File: config.mk
export PLATFORM = sky130hd
export DESIGN_NAME = sdr_app_txn_monitor_flat
export DESIGN_NICKNAME = d
export VERILOG_FILES = /design/src/rtl/sdr_app_txn_monitor_pkg.sv /design/src/rtl/sdr_app_txn_monitor_if.sv /design/src/rtl/sdr_app_txn_monitor_len_fifo.sv /design/src/rtl/sdr_app_txn_monitor.sv /design/src/flat_wrapper.sv
export SDC_FILE = /design/constraint.sdc
export NUM_CORES = 1
export LEC_CHECK = 0
export CAP_MARGIN = 20
export CORE_ASPECT_RATIO = 1.1
export CORE_MARGIN = 3
export CORE_UTILIZATION = 30
export CTS_CLUSTER_SIZE = 16
export DETAILED_ROUTE_END_ITERATION = 6
export GPL_TIMING_DRIVEN = 0
export PLACE_DENSITY_LB_ADDON = 0.2
export SYNTH_ARGS = -nofsm -noshare
export SYNTH_HDL_FRONTEND = slang
export SYNTH_HIERARCHICAL = 1
export SYNTH_SLANG_ARGS = --single-unit
File: constraint.sdc
create_clock -name sdram_clk -period 5.54 [get_ports sdram_clk]
set_input_delay 0.554 -clock sdram_clk [delete_from_list [all_inputs] [get_ports sdram_clk]]
set_output_delay 0.554 -clock sdram_clk [all_outputs]
set_load 0.02 [all_outputs]
File: src/rtl/sdr_app_txn_monitor_pkg.sv
// Shared definitions for the SDRAM application-bus transaction monitor:
// error bit map, error vector width and write-tracking FSM states.
package sdr_mon_pkg;

  localparam int unsigned ERR_W = 6;

  typedef enum int unsigned {
    E_REQ_DROP = 0,
    E_LEN_ZERO = 1,
    E_WR_BEAT  = 2,
    E_WR_OVLP  = 3,
    E_RD_BEAT  = 4,
    E_RD_OVF   = 5
  } err_bit_e;

  typedef logic [ERR_W-1:0] err_vec_t;

  typedef enum logic {
    W_IDLE = 1'b0,
    W_DATA = 1'b1
  } wr_state_e;

endpackage

File: src/rtl/sdr_app_txn_monitor_if.sv
// Application-side SDRAM controller bus as seen by the monitor: request
// handshake plus write-beat and read-beat strobes.
interface sdr_app_txn_monitor_if #(
  parameter int unsigned APP_AW = 26,
  parameter int unsigned BL     = 9
);
  logic              app_req;
  logic [APP_AW-1:0] app_req_addr;
  logic [BL-1:0]     app_req_len;
  logic              app_req_wr_n;
  logic              app_req_ack;
  logic              app_wr_next_req;
  logic              app_last_wr;
  logic              app_rd_valid;
  logic              app_last_rd;

  modport master (
    output app_req, app_req_addr, app_req_len, app_req_wr_n, app_req_ack,
           app_wr_next_req, app_last_wr, app_rd_valid, app_last_rd
  );

  modport slave (
    input app_req, app_req_addr, app_req_len, app_req_wr_n, app_req_ack,
          app_wr_next_req, app_last_wr, app_rd_valid, app_last_rd
  );
endinterface

File: src/rtl/sdr_app_txn_monitor_len_fifo.sv
// Register FIFO holding burst lengths of accepted, not yet completed reads.
// A push into a full FIFO is accepted only when a pop frees a slot that cycle.
module sdr_mon_len_fifo #(
  parameter int unsigned DEPTH = 4,
  parameter int unsigned W     = 9
) (
  input  logic                   clk,
  input  logic                   rst_n,
  input  logic                   push,
  input  logic                   pop,
  input  logic [W-1:0]           din,
  output logic [W-1:0]           head,
  output logic                   full,
  output logic                   empty,
  output logic [$clog2(DEPTH):0] count
);
  localparam int unsigned PW = $clog2(DEPTH);

  logic [W-1:0]  mem [DEPTH];
  logic [PW-1:0] wr_ptr;
  logic [PW-1:0] rd_ptr;
  logic          do_push;
  logic          do_pop;

  assign full    = (count == (PW+1)'(DEPTH));
  assign empty   = (count == '0);
  assign head    = mem[rd_ptr];
  assign do_pop  = pop && !empty;
  assign do_push = push && (!full || do_pop);

  always_ff @(posedge clk or negedge rst_n) begin
    if (!rst_n) begin
      wr_ptr <= '0;
      rd_ptr <= '0;
      count  <= '0;
    end else begin
      if (do_push) wr_ptr <= wr_ptr + PW'(1);
      if (do_pop)  rd_ptr <= rd_ptr + PW'(1);
      unique case ({do_push, do_pop})
        2'b10:   count <= count + (PW+1)'(1);
        2'b01:   count <= count - (PW+1)'(1);
        default: ;
      endcase
    end
  end

  always_ff @(posedge clk) begin
    if (do_push) mem[wr_ptr] <= din;
  end
endmodule

File: src/rtl/sdr_app_txn_monitor.sv
// Protocol monitor for the SDRAM controller application bus: request-hold
// checking, write burst FSM, read burst tracking, sticky errors and counters.
module sdr_app_txn_monitor
  import sdr_mon_pkg::*;
#(
  parameter int unsigned APP_AW   = 26,
  parameter int unsigned BL       = 9,
  parameter int unsigned RD_DEPTH = 4,
  parameter int unsigned CNT_W    = 16
) (
  input  logic                        sdram_clk,
  input  logic                        sdram_resetn,
  input  logic                        mon_clr,
  sdr_app_txn_monitor_if.slave        app,
  output logic [ERR_W-1:0]            err_sticky,
  output logic                        err_pulse,
  output logic [$clog2(RD_DEPTH):0]   rd_outstanding,
  output logic [CNT_W-1:0]            wr_txn_cnt,
  output logic [CNT_W-1:0]            rd_txn_cnt
);
  localparam logic [BL:0] ONE_X = (BL+1)'(1);

  // Request-hold capture
  logic              hold_vld;
  logic [APP_AW-1:0] hold_addr;
  logic [BL-1:0]     hold_len;
  logic              hold_wr_n;

  logic req_acc;
  logic len_zero;
  logic wr_open_req;
  logic rd_open_req;

  wr_state_e     wr_state, wr_state_nx;
  logic [BL-1:0] wcnt, wcnt_nx;
  logic [BL-1:0] wlen, wlen_nx;
  logic          w_open;
  logic [BL-1:0] w_cnt;
  logic [BL-1:0] w_len;
  logic          w_final;
  logic          wr_done;

  logic [BL-1:0] rcnt, rcnt_nx;
  logic          r_final;
  logic          rd_done;

  logic                      fifo_push;
  logic                      fifo_pop;
  logic [BL-1:0]             fifo_head;
  logic                      fifo_full;
  logic                      fifo_empty;
  logic [$clog2(RD_DEPTH):0] fifo_count;

  err_vec_t new_err;

  assign req_acc     = app.app_req && app.app_req_ack;
  assign len_zero    = (app.app_req_len == '0);
  assign wr_open_req = req_acc && !len_zero && !app.app_req_wr_n;
  assign rd_open_req = req_acc && !len_zero &&  app.app_req_wr_n;

  sdr_mon_len_fifo #(
    .DEPTH (RD_DEPTH),
    .W     (BL)
  ) u_len_fifo (
    .clk   (sdram_clk),
    .rst_n (sdram_resetn),
    .push  (fifo_push),
    .pop   (fifo_pop),
    .din   (app.app_req_len),
    .head  (fifo_head),
    .full  (fifo_full),
    .empty (fifo_empty),
    .count (fifo_count)
  );

  always_ff @(posedge sdram_clk or negedge sdram_resetn) begin
    if (!sdram_resetn) wr_state <= W_IDLE;
    else               wr_state <= wr_state_nx;
  end

  always_comb begin
    new_err     = '0;
    wr_state_nx = wr_state;
    w_open      = 1'b0;
    w_cnt       = wcnt;
    w_len       = wlen;
    w_final     = 1'b0;
    wcnt_nx     = wcnt;
    wlen_nx     = wlen;
    wr_done     = 1'b0;
    r_final     = 1'b0;
    rcnt_nx     = rcnt;
    fifo_push   = 1'b0;
    fifo_pop    = 1'b0;
    rd_done     = 1'b0;

    if (hold_vld && (!app.app_req || app.app_req_addr != hold_addr ||
                     app.app_req_len != hold_len || app.app_req_wr_n != hold_wr_n))
      new_err[E_REQ_DROP] = 1'b1;

    if (req_acc && len_zero) new_err[E_LEN_ZERO] = 1'b1;

    // A write ack opens the burst before this cycle's beat is judged, so a
    // beat in the ack cycle already belongs to the new burst.
    if (wr_open_req) begin
      if (wr_state == W_DATA) new_err[E_WR_OVLP] = 1'b1;
      w_open = 1'b1;
      w_cnt  = '0;
      w_len  = app.app_req_len;
    end else begin
      w_open = (wr_state == W_DATA);
    end
    w_final     = (({1'b0, w_cnt} + ONE_X) == {1'b0, w_len});
    wcnt_nx     = w_cnt;
    wlen_nx     = w_len;
    wr_state_nx = w_open ? W_DATA : W_IDLE;

    if (app.app_wr_next_req) begin
      if (!w_open) begin
        new_err[E_WR_BEAT] = 1'b1;
      end else begin
        if (w_final != app.app_last_wr) new_err[E_WR_BEAT] = 1'b1;
        if (w_final) begin
          wr_state_nx = W_IDLE;
          wcnt_nx     = '0;
          wr_done     = 1'b1;
        end else begin
          wcnt_nx = w_cnt + BL'(1);
        end
      end
    end

    if (app.app_rd_valid) begin
      if (fifo_empty) begin
        new_err[E_RD_BEAT] = 1'b1;
      end else begin
        r_final = (({1'b0, rcnt} + ONE_X) == {1'b0, fifo_head});
        if (r_final != app.app_last_rd) new_err[E_RD_BEAT] = 1'b1;
        if (r_final) begin
          fifo_pop = 1'b1;
          rcnt_nx  = '0;
          rd_done  = 1'b1;
        end else begin
          rcnt_nx = rcnt + BL'(1);
        end
      end
    end

    if (rd_open_req) begin
      fifo_push = 1'b1;
      if (fifo_full && !fifo_pop) new_err[E_RD_OVF] = 1'b1;
    end
  end

  always_ff @(posedge sdram_clk or negedge sdram_resetn) begin
    if (!sdram_resetn) begin
      hold_vld   <= 1'b0;
      hold_addr  <= '0;
      hold_len   <= '0;
      hold_wr_n  <= 1'b0;
      wcnt       <= '0;
      wlen       <= '0;
      rcnt       <= '0;
      err_sticky <= '0;
      err_pulse  <= 1'b0;
      wr_txn_cnt <= '0;
      rd_txn_cnt <= '0;
    end else begin
      hold_vld  <= app.app_req && !app.app_req_ack;
      hold_addr <= app.app_req_addr;
      hold_len  <= app.app_req_len;
      hold_wr_n <= app.app_req_wr_n;
      wcnt      <= wcnt_nx;
      wlen      <= wlen_nx;
      rcnt      <= rcnt_nx;
      err_pulse <= |new_err;
      if (mon_clr) begin
        err_sticky <= '0;
        wr_txn_cnt <= '0;
        rd_txn_cnt <= '0;
      end else begin
        err_sticky <= err_sticky | new_err;
        if (wr_done && wr_txn_cnt != '1) wr_txn_cnt <= wr_txn_cnt + CNT_W'(1);
        if (rd_done && rd_txn_cnt != '1) rd_txn_cnt <= rd_txn_cnt + CNT_W'(1);
      end
    end
  end

  assign rd_outstanding = fifo_count;
endmodule

File: src/flat_wrapper.sv
// flat-port wrapper written by rule: the top's interface ports become plain ports
module sdr_app_txn_monitor_flat import sdr_mon_pkg::*;
#(
  parameter int unsigned APP_AW   = 26,
  parameter int unsigned BL       = 9,
  parameter int unsigned RD_DEPTH = 4,
  parameter int unsigned CNT_W    = 16
)
  (sdram_clk, sdram_resetn, mon_clr, err_sticky, err_pulse, rd_outstanding, wr_txn_cnt, rd_txn_cnt, app_app_req, app_app_req_addr, app_app_req_len, app_app_req_wr_n, app_app_req_ack, app_app_wr_next_req, app_app_last_wr, app_app_rd_valid, app_app_last_rd);
  sdr_app_txn_monitor_if #(.APP_AW(APP_AW), .BL(BL)) app_i ();
  input  logic sdram_clk;
  input  logic sdram_resetn;
  input  logic mon_clr;
  output logic [ERR_W-1:0] err_sticky;
  output logic err_pulse;
  output logic [$clog2(RD_DEPTH):0] rd_outstanding;
  output logic [CNT_W-1:0] wr_txn_cnt;
  output logic [CNT_W-1:0] rd_txn_cnt;
  input wire logic [$bits(app_i.app_req)-1:0] app_app_req;
  input wire logic [$bits(app_i.app_req_addr)-1:0] app_app_req_addr;
  input wire logic [$bits(app_i.app_req_len)-1:0] app_app_req_len;
  input wire logic [$bits(app_i.app_req_wr_n)-1:0] app_app_req_wr_n;
  input wire logic [$bits(app_i.app_req_ack)-1:0] app_app_req_ack;
  input wire logic [$bits(app_i.app_wr_next_req)-1:0] app_app_wr_next_req;
  input wire logic [$bits(app_i.app_last_wr)-1:0] app_app_last_wr;
  input wire logic [$bits(app_i.app_rd_valid)-1:0] app_app_rd_valid;
  input wire logic [$bits(app_i.app_last_rd)-1:0] app_app_last_rd;
  assign app_i.app_req = app_app_req;
  assign app_i.app_req_addr = app_app_req_addr;
  assign app_i.app_req_len = app_app_req_len;
  assign app_i.app_req_wr_n = app_app_req_wr_n;
  assign app_i.app_req_ack = app_app_req_ack;
  assign app_i.app_wr_next_req = app_app_wr_next_req;
  assign app_i.app_last_wr = app_app_last_wr;
  assign app_i.app_rd_valid = app_app_rd_valid;
  assign app_i.app_last_rd = app_app_last_rd;
  sdr_app_txn_monitor #(.APP_AW(APP_AW), .BL(BL), .RD_DEPTH(RD_DEPTH), .CNT_W(CNT_W)) u_core (.sdram_clk(sdram_clk), .sdram_resetn(sdram_resetn), .mon_clr(mon_clr), .app(app_i), .err_sticky(err_sticky), .err_pulse(err_pulse), .rd_outstanding(rd_outstanding), .wr_txn_cnt(wr_txn_cnt), .rd_txn_cnt(rd_txn_cnt));
endmodule
---- Word-level counts from Yosys, hierarchy flattened ----
Memory sizes are Yosys's and may differ from the RTL's.
Index checks and enable logic that the tools add are counted.
Widths: inputs -> output; s select.
operators by class
  equality and inequality tests ........... 12
  reductions and logical operators ........ 30
  $add $sub $neg .......................... 10
  mux-type cells .......................... 38
  bitwise logic cells ..................... 2
operator list
  cell                   number
  $mux 16                4
  $mux 9                 6
  $add 16x1->16 const B  2
  $ne 16x16->1 const B   2
  $mux 1                 26
  $ne 26x26->1           1
  $add 9x1->10 const B   2
  $eq 10x9->1            2
  $add 9x1->9 const B    2
  $logic_and 1x1->1      12
  $logic_not 9->1        1
  $ne 9x9->1             1
  $logic_not 1->1        7
  $mux 6                 1
  $or 6x6->6             1
  $pmux 3 s2             1
  $reduce_bool 2->1      3
  $reduce_or 6->1        1
  $add 2x1->2 const B    2
  $logic_or 1x1->1       4
  $add 3x1->3 const B    1
  $eq 3x3->1 const B     1
  $logic_not 3->1        1
  $ne 1x1->1             3
  other kinds (5)        5
storage, ports and cells
  memories ................................ 1
  flip-flop bits (word level) ............. 111
  word-level logic and storage cells ...... 108
  output and inout port bits .............. 42
  memory bits (writable) .................. 36
  input bits .............................. 45
memory list
  memory                 depth  bits a word  read ports  clocked after Yosys merged registers in  wr ports  RTL line                            text
  u_core.u_len_fifo.mem  4      9            1           0                                        1         sdr_app_txn_monitor_len_fifo.sv:19  logic [W-1:0] mem [DEPTH];

---- Depth between registers and ports, before layout ----
  depth in word-level cells ............... 13
  mapped depth ............................ 16
  gate-level depth less buffers ........... 13

---- Cells and area by module ----
Netlist, hierarchy kept.
modules (own cells, without submodules)
  module               cells an instance  times used  area an instance (sq um)  sequential area each (sq um)
  sdr_app_txn_monitor  545                1           5,328.9                   2,602.5
  sdr_mon_len_fifo     99                 1           1,811.7                   1,256.2

---- Worst setup path after synthesis ----
No wires, ideal clock.
  path type ............................... register -> register
  start point ............................. reg u_core.u_len_fifo.rd_ptr[0]
  end point ............................... reg u_core.u_len_fifo.count[2]
  arrival ................................. 4,032 ps
  setup slack ............................. 1,362 ps
  setup time .............................. 146 ps
  stages on the path, launching flop included .. 15
  required time ........................... 5,394 ps
  path buffers ............................ 2
  cell sequence ........................... dfrtp_1 buf_2 mux4_2 or4_1 nand3_1 o211ai_1 a2111oi_4 and2_1 clkbuf_1 nand2b_1 or2_2 fa_1 nand2b_1 o211ai_1 o311ai_0
between the ends
  longest elaborated chain between the ends .. 10
  elaborated cells between the ends (all ways) .. 12
  those cells by class .................... eq/ne: 3; mux: 4; reduce/logical: 4; memory: 1
ends and longest elaborated chain
  item                                             RTL line                            text
  start: declaration                               sdr_app_txn_monitor_len_fifo.sv:21  logic [PW-1:0] rd_ptr;
  start signal: assignment                         sdr_app_txn_monitor_len_fifo.sv:38  if (do_pop) rd_ptr <= rd_ptr + PW'(1);
  $mem_v2 4x9 *                                    --
  net u_core.fifo_head[6]                          sdr_app_txn_monitor.sv:49           logic [BL-1:0] fifo_head;
  $eq 10x9->1 *                                    sdr_app_txn_monitor.sv:137          r_final = (({1'b0, rcnt} + ONE_X) == {1'b0, fifo_head});
  $mux 1 *                                         sdr_app_txn_monitor.sv:139          if (r_final) begin
  $mux 1 *                                         sdr_app_txn_monitor.sv:134          if (fifo_empty) begin
  $mux 1 *                                         sdr_app_txn_monitor.sv:133          if (app.app_rd_valid) begin
  net u_core.fifo_pop                              sdr_app_txn_monitor.sv:48           logic fifo_pop;
  $logic_and 1x1->1 *                              sdr_app_txn_monitor_len_fifo.sv:28  assign do_pop = pop && !empty;
  $logic_or 1x1->1                                 sdr_app_txn_monitor_len_fifo.sv:29  assign do_push = push && (!full || do_pop);
  $logic_and 1x1->1                                sdr_app_txn_monitor_len_fifo.sv:29
  $eq 2x1->1 or $eq 2x2->1 (tied branches)         sdr_app_txn_monitor_len_fifo.sv:39  unique case ({do_push, do_pop})
  $pmux 3 s2 or $reduce_bool 2->1 (tied branches)  --
  end signal: assignment                           sdr_app_txn_monitor_len_fifo.sv:40  2'b10: count <= count + (PW+1)'(1);
  end signal: assignment                           sdr_app_txn_monitor_len_fifo.sv:41  2'b01: count <= count - (PW+1)'(1);
  end: declaration                                 sdr_app_txn_monitor_len_fifo.sv:15  output logic [$clog2(DEPTH):0] count
Mark *: on every way through the listed nets, which the timed path passes. The rest lies on a longest branch.
A chain may end at the register's enable or synchronous reset.

---- Final worst setup path ----
  start point ............................. in app_app_req_len[2]
  end point ............................... reg u_core.wcnt[3]
between the ends
  longest elaborated chain between the ends .. 10
  elaborated cells between the ends (all ways) .. 13
  those cells by class .................... add/sub: 2; eq/ne: 1; mux: 6; reduce/logical: 4
ends and longest elaborated chain
  item                            RTL line                    text
  start: declaration              flat_wrapper.sv:21          input wire logic [$bits(app_i.app_req_len)-1:0] app_app_req_len;
  $logic_not 9->1                 sdr_app_txn_monitor.sv:57   assign len_zero = (app.app_req_len == '0);
  $logic_not 1->1                 sdr_app_txn_monitor.sv:58   assign wr_open_req = req_acc && !len_zero && !app.app_req_wr_n;
  $logic_and 1x1->1 (2 in a row)  sdr_app_txn_monitor.sv:58
  $mux 9                          sdr_app_txn_monitor.sv:105  if (wr_open_req) begin
  $add 9x1->10                    sdr_app_txn_monitor.sv:113  w_final = (({1'b0, w_cnt} + ONE_X) == {1'b0, w_len});
  $eq 10x9->1                     sdr_app_txn_monitor.sv:113
  $mux 9                          sdr_app_txn_monitor.sv:123  if (w_final) begin
  $mux 9                          sdr_app_txn_monitor.sv:119  if (!w_open) begin
  $mux 9 *                        sdr_app_txn_monitor.sv:118  if (app.app_wr_next_req) begin
  net u_core.wcnt_nx[3]           sdr_app_txn_monitor.sv:35   logic [BL-1:0] wcnt, wcnt_nx;
  end signal: assignment          sdr_app_txn_monitor.sv:173  wcnt <= wcnt_nx;
  end: declaration                sdr_app_txn_monitor.sv:35
Marks and branches as above.

==> summary.txt <==
Synth
  • #FFs+latches synth: 147
  • Synth Warn #: 6
  • Area leader, netlist: dfrtp_1
  • Mapped Area: 7140 um2
  • Synthesized area per cell: around 11 um2
  • Register area share after synthesis: 54.0%
  • Mapped Cells: 644
  • Top-area cell type share of the netlist area: ~39%
  • Net count after synthesis: 698
  • Async S/R FF share, synth: between 70% and 80%
  • Primary FF master, synth: dfrtp_1
  • EDFF count, synth: 36
  • Post-synth cell types: 70
  • Synth area leaders: dfrtp_1 (39%), edfxtp_1 (15%), xor2_1 (4.2%)

Floorplanning
  • Die ar.: 25700 um2
  • Die width: approximately 150 um
  • # IOs: 87
  • Core region area: between 20000 and 25000 um2
  • Row cnt: 58
  • Initial Util: between 30% and 40%
  • Chip height: 168 um

Global route
  • Number of global-route vias before repair: between 5000 and 6000
  • First-pass GRT wire length: approximately 29 mm
  • Antenna violations before repair: 0
  • Largest net degree at the start of global routing: 95
  • Global Route Usage Sum: approximately 14%
  • Grt ovf: 0

Critical path
  • Reg2reg end: u_core/u_len_fifo/count[2]
  • Crit-path cells: clkdlybuf4s50_1 > nor4_4 > a31o_1 > buf_2 > clkbuf_1 > and2_1 > ha_1 > clkbuf_2 > or3b_1 > o21ai_0 > a21oi_1 > or4_4 > a221oi_4 > nand2_4 > clkbuf_1 > o21ai_1 > nor2_1
  • Buf/Inv on CP: 5
  • Crit path arrival time: 5450 ps
  • Crit Reg-Reg Startpoint: u_core/u_len_fifo/rd_ptr[0]
  • Startpoint Class: input port
  • CP required: 5830 ps
  • CP endpoint kind: register
  • Kind of critical path: input port to register
  • Most common cell on crit path: clkbuf_1
  • CP max stage delay: 660 ps
  • Slowest cell on the critical path: clkdlybuf4s50_1
  • R2R Setup Slk: 870 ps
  • Top delay family on crit path: buffers and inverters
  • Crit path max fanout: 10
  • Worst R2R Path Depth: 14

Final layout
  • Final net count: between 800 and 900
  • Fin cells: 1066
  • P&R area growth vs syn: 26.2%
  • Filler cells: 2230
  • Inserted Diodes: 0
  • Layout cells sized above 1: under 10%
  • Final Util: 38.9%

Timing
  • Setup_tns: 0 ps
  • Final setup fails: 0
  • Final worst path period share: 93.1%
  • Peak Freq: about 190 MHz
  • PnR worst setup slack: 382 ps
  • RSZ-0062 raised after global routing: no
  • Slew at the pin closest to its max-slew limit: 650 ps
  • Fin. Hold Viols: 0
  • Min Clock Period, post-route: around 5200 ps
  • Clk_skew: approximately 7.5 ps
  • Slew Limit Fails: 0
  • Relative slew slack: 56.4%

CTS
  • H-tree lvl count: 4
  • Num CTS Buffers: 17
  • Root buf cell: clkbuf_16
  • CTS sink cnt: ~150
  • CTS tree: built
  • Clock Tree Buf Depth: 2
  • Worst-Skew Late Latency: 420 ps
  • Clock transition at path regs: 60 ps
  • Resized Gates After CTS: 0

Detailed routing
  • First-iteration detailed-routing DRC count: 327
  • Final wirelength: 17.1 mm
  • Remaining DRCs: 0
  • Post-DR vias/cell: between 4 and 5
  • DR vias: 5329
  • Wire per inst: 16.1 um
  • DRT Pass-1 Iters: 5
  • ANT nets after route: 0

Power and ir drop
  • Pint: approximately 2200 uW
  • Sw frac: 30.1%
  • Net Sw Power: 951 uW
  • LEAKAGE: ~0.0035 uW
  • Gate power share: 22.4%
  • Overall power: 3160 uW
  • PwrDens: 351 nW/um2
  • Peak VDD IR: about 0.21 mV
  • Sequential power share: between 40% and 50%
  • Clock share of power: 35.8%

Place
  • Pre-CTS WS: -166 ps
  • DP Wirelength: roughly 12 mm
  • GP Congestion: 0.801
  • Cell count after placement: 1031
  • Number of port buffers: 86

Min path
  • Hold Path Class: register to register
  • Hold_sp: u_core/wlen[6]
  • Worst Hold Endpoint: u_core/wlen[6]
  • Hold path cells: 2

Status
  • Status: finished clean

Job
  • Max Cap Viol: 0
-- sequential cells by signal, summed over array words and instances, names as in the netlist --
signal                    flops
u_core/u_len_fifo/mem        36
u_core/hold_addr             26
u_core/rd_txn_cnt            16
u_core/wr_txn_cnt            16
u_core/hold_len               9
u_core/rcnt                   9
u_core/wcnt                   9
u_core/wlen                   9
u_core/err_sticky             6
u_core/u_len_fifo/count       3
u_core/u_len_fifo/rd_ptr      2
u_core/u_len_fifo/wr_ptr      2
u_core/err_pulse              1
u_core/hold_vld               1
u_core/hold_wr_n              1
u_core/wr_state               1
-- kinds of logic after synthesis --
family	count (synthesis)	share of synthesized area, %
AOI/OAI and AO/OA	130	12.1
and+or+nand+nor	219	16.5
xor gates and xnor gates	65	7.97
muxes	22	4.80
adders and majority gates	9	1.68
DFF	147	54.0
buffers and inverters	52	2.86
-- worst reg2reg max path, stage by stage (launching register included) --
cell and delay [ps]:
dfrtp_1 370, buf_2 340, mux4_2 610, or4_1 520, nand3_1 100, o211ai_1 130
a2111oi_4 490, and2_1 250, clkbuf_1 370, nand2b_1 170, or2_2 310, fa_1 380
nand2b_1 170, o211ai_1 170, o311ai_0 150
-- through the flow --
| step | instance area [um2] | hold slack [ps] |
|---|---|---|
| floorplan | 7140 | 258 |
| global placement | 8380 | 484 |
| detailed placement | 8410 | 406 |
| CTS | 8990 | 505 |
| global route | 9010 | 524 |
| finish | 9010 | 502 |
-- cell usage in the layout, fill, tap and decap left out, types with 4 or more instances in the layout --
cell / count
or4_1: 5
nand2_1: 51
inv_6: 5
clkbuf_1: 18
clkbuf_16: 17
o211ai_1: 6
xnor2_1: 31
edfxtp_1: 36
or3_1: 19
clkdlybuf4s50_1: 85
o31ai_1: 6
inv_1: 28
a31oi_1: 6
nand4_1: 16
nand2b_1: 6
ha_1: 8
mux2i_1: 8
a21oi_1: 32
nand3_1: 22
o21ai_0: 41
nor4_1: 8
nor2_1: 37
nand3b_1: 4
mux4_2: 9
xor2_1: 34
and2_1: 9
o21a_1: 8
dfrtp_1: 111
nor3_1: 11
and3_1: 9
nor2b_1: 4
-- cell usage after synthesis, types with 11 or more instances --
library cell	count
inv_1	28
nand4_1	16
a21oi_1	32
nor3_1	11
dfrtp_1	111
xnor2_1	31
nor2_1	37
nand3_1	22
xor2_1	34
nand2_1	51
o21ai_0	41
or3_1	19
clkbuf_1	18
edfxtp_1	36
-- power groups by stage --
| stage | clock (uW) | sequential [uW] | combinational, uW |
|---|---|---|---|
| after floorplan | 0 | 1330 | 486 |
| after global placement | 0 | 1330 | 688 |
| after global routing | 1220 | 1330 | 795 |
| after detailed placement | 0 | 1340 | 710 |
| final | 1130 | 1320 | 709 |
| after CTS | 1170 | 1320 | 713 |
-- cell type report --
type                            count  area, um2  area share [%]
Inverter                           28        105            1.17
Tap cell                          300        375            4.17
Buffer                             24       98.8            1.10
Multi-Input combinational cell    445       3080            34.2
Timing Repair Buffer               90        915            10.2
Clock inverter                     15        154            1.71
Sequential cell                   147       3860            42.8
Clock buffer                       17        425            4.72
-- worst max path at each step --
| stage | start | to | slack [ps] | depth (start not counted) |
|---|---|---|---|---|
| 3_5_place_dp | app_app_req_len[2] | u_core/wcnt[3] | -170 | 17 |
| 4_1_cts | app_app_req_len[2] | u_core/wcnt[4] | 260 | 17 |
| 5_1_grt | app_app_req_len[2] | u_core/wcnt[5] | 40 | 17 |
| 6_report | app_app_req_len[2] | u_core/wcnt[3] | 380 | 17 |
| 3_3_place_gp | sdram_resetn | u_core/hold_addr[7] | -480 | 1 |
| 2_1_floorplan | u_core/u_len_fifo/rd_ptr[0] | u_core/u_len_fifo/count[2] | 1360 | 14 |
-- layer usage --
| layer | GRT usage (%) | up-vias | part of all wire [%] |
|---|---|---|---|
| met5 | 0 | - | 0 |
| met4 | 4.96 | 0 | 1.9 |
| met3 | 2.60 | 23 | 3.1 |
| met2 | 24.4 | 114 | 53 |
| met1 | 16.8 | 2636 | 42 |
| li1 | - | 2556 | - |
-- repair_timing --
action / CTS / global route
endpoints found under the hold margin: 17 / 0
endpoints found under the setup margin: 0 / 17
hold buffers: 1 / 0
buffers inserted: 0 / 2
No activity file was read; power rests on OpenSTA's default activity.
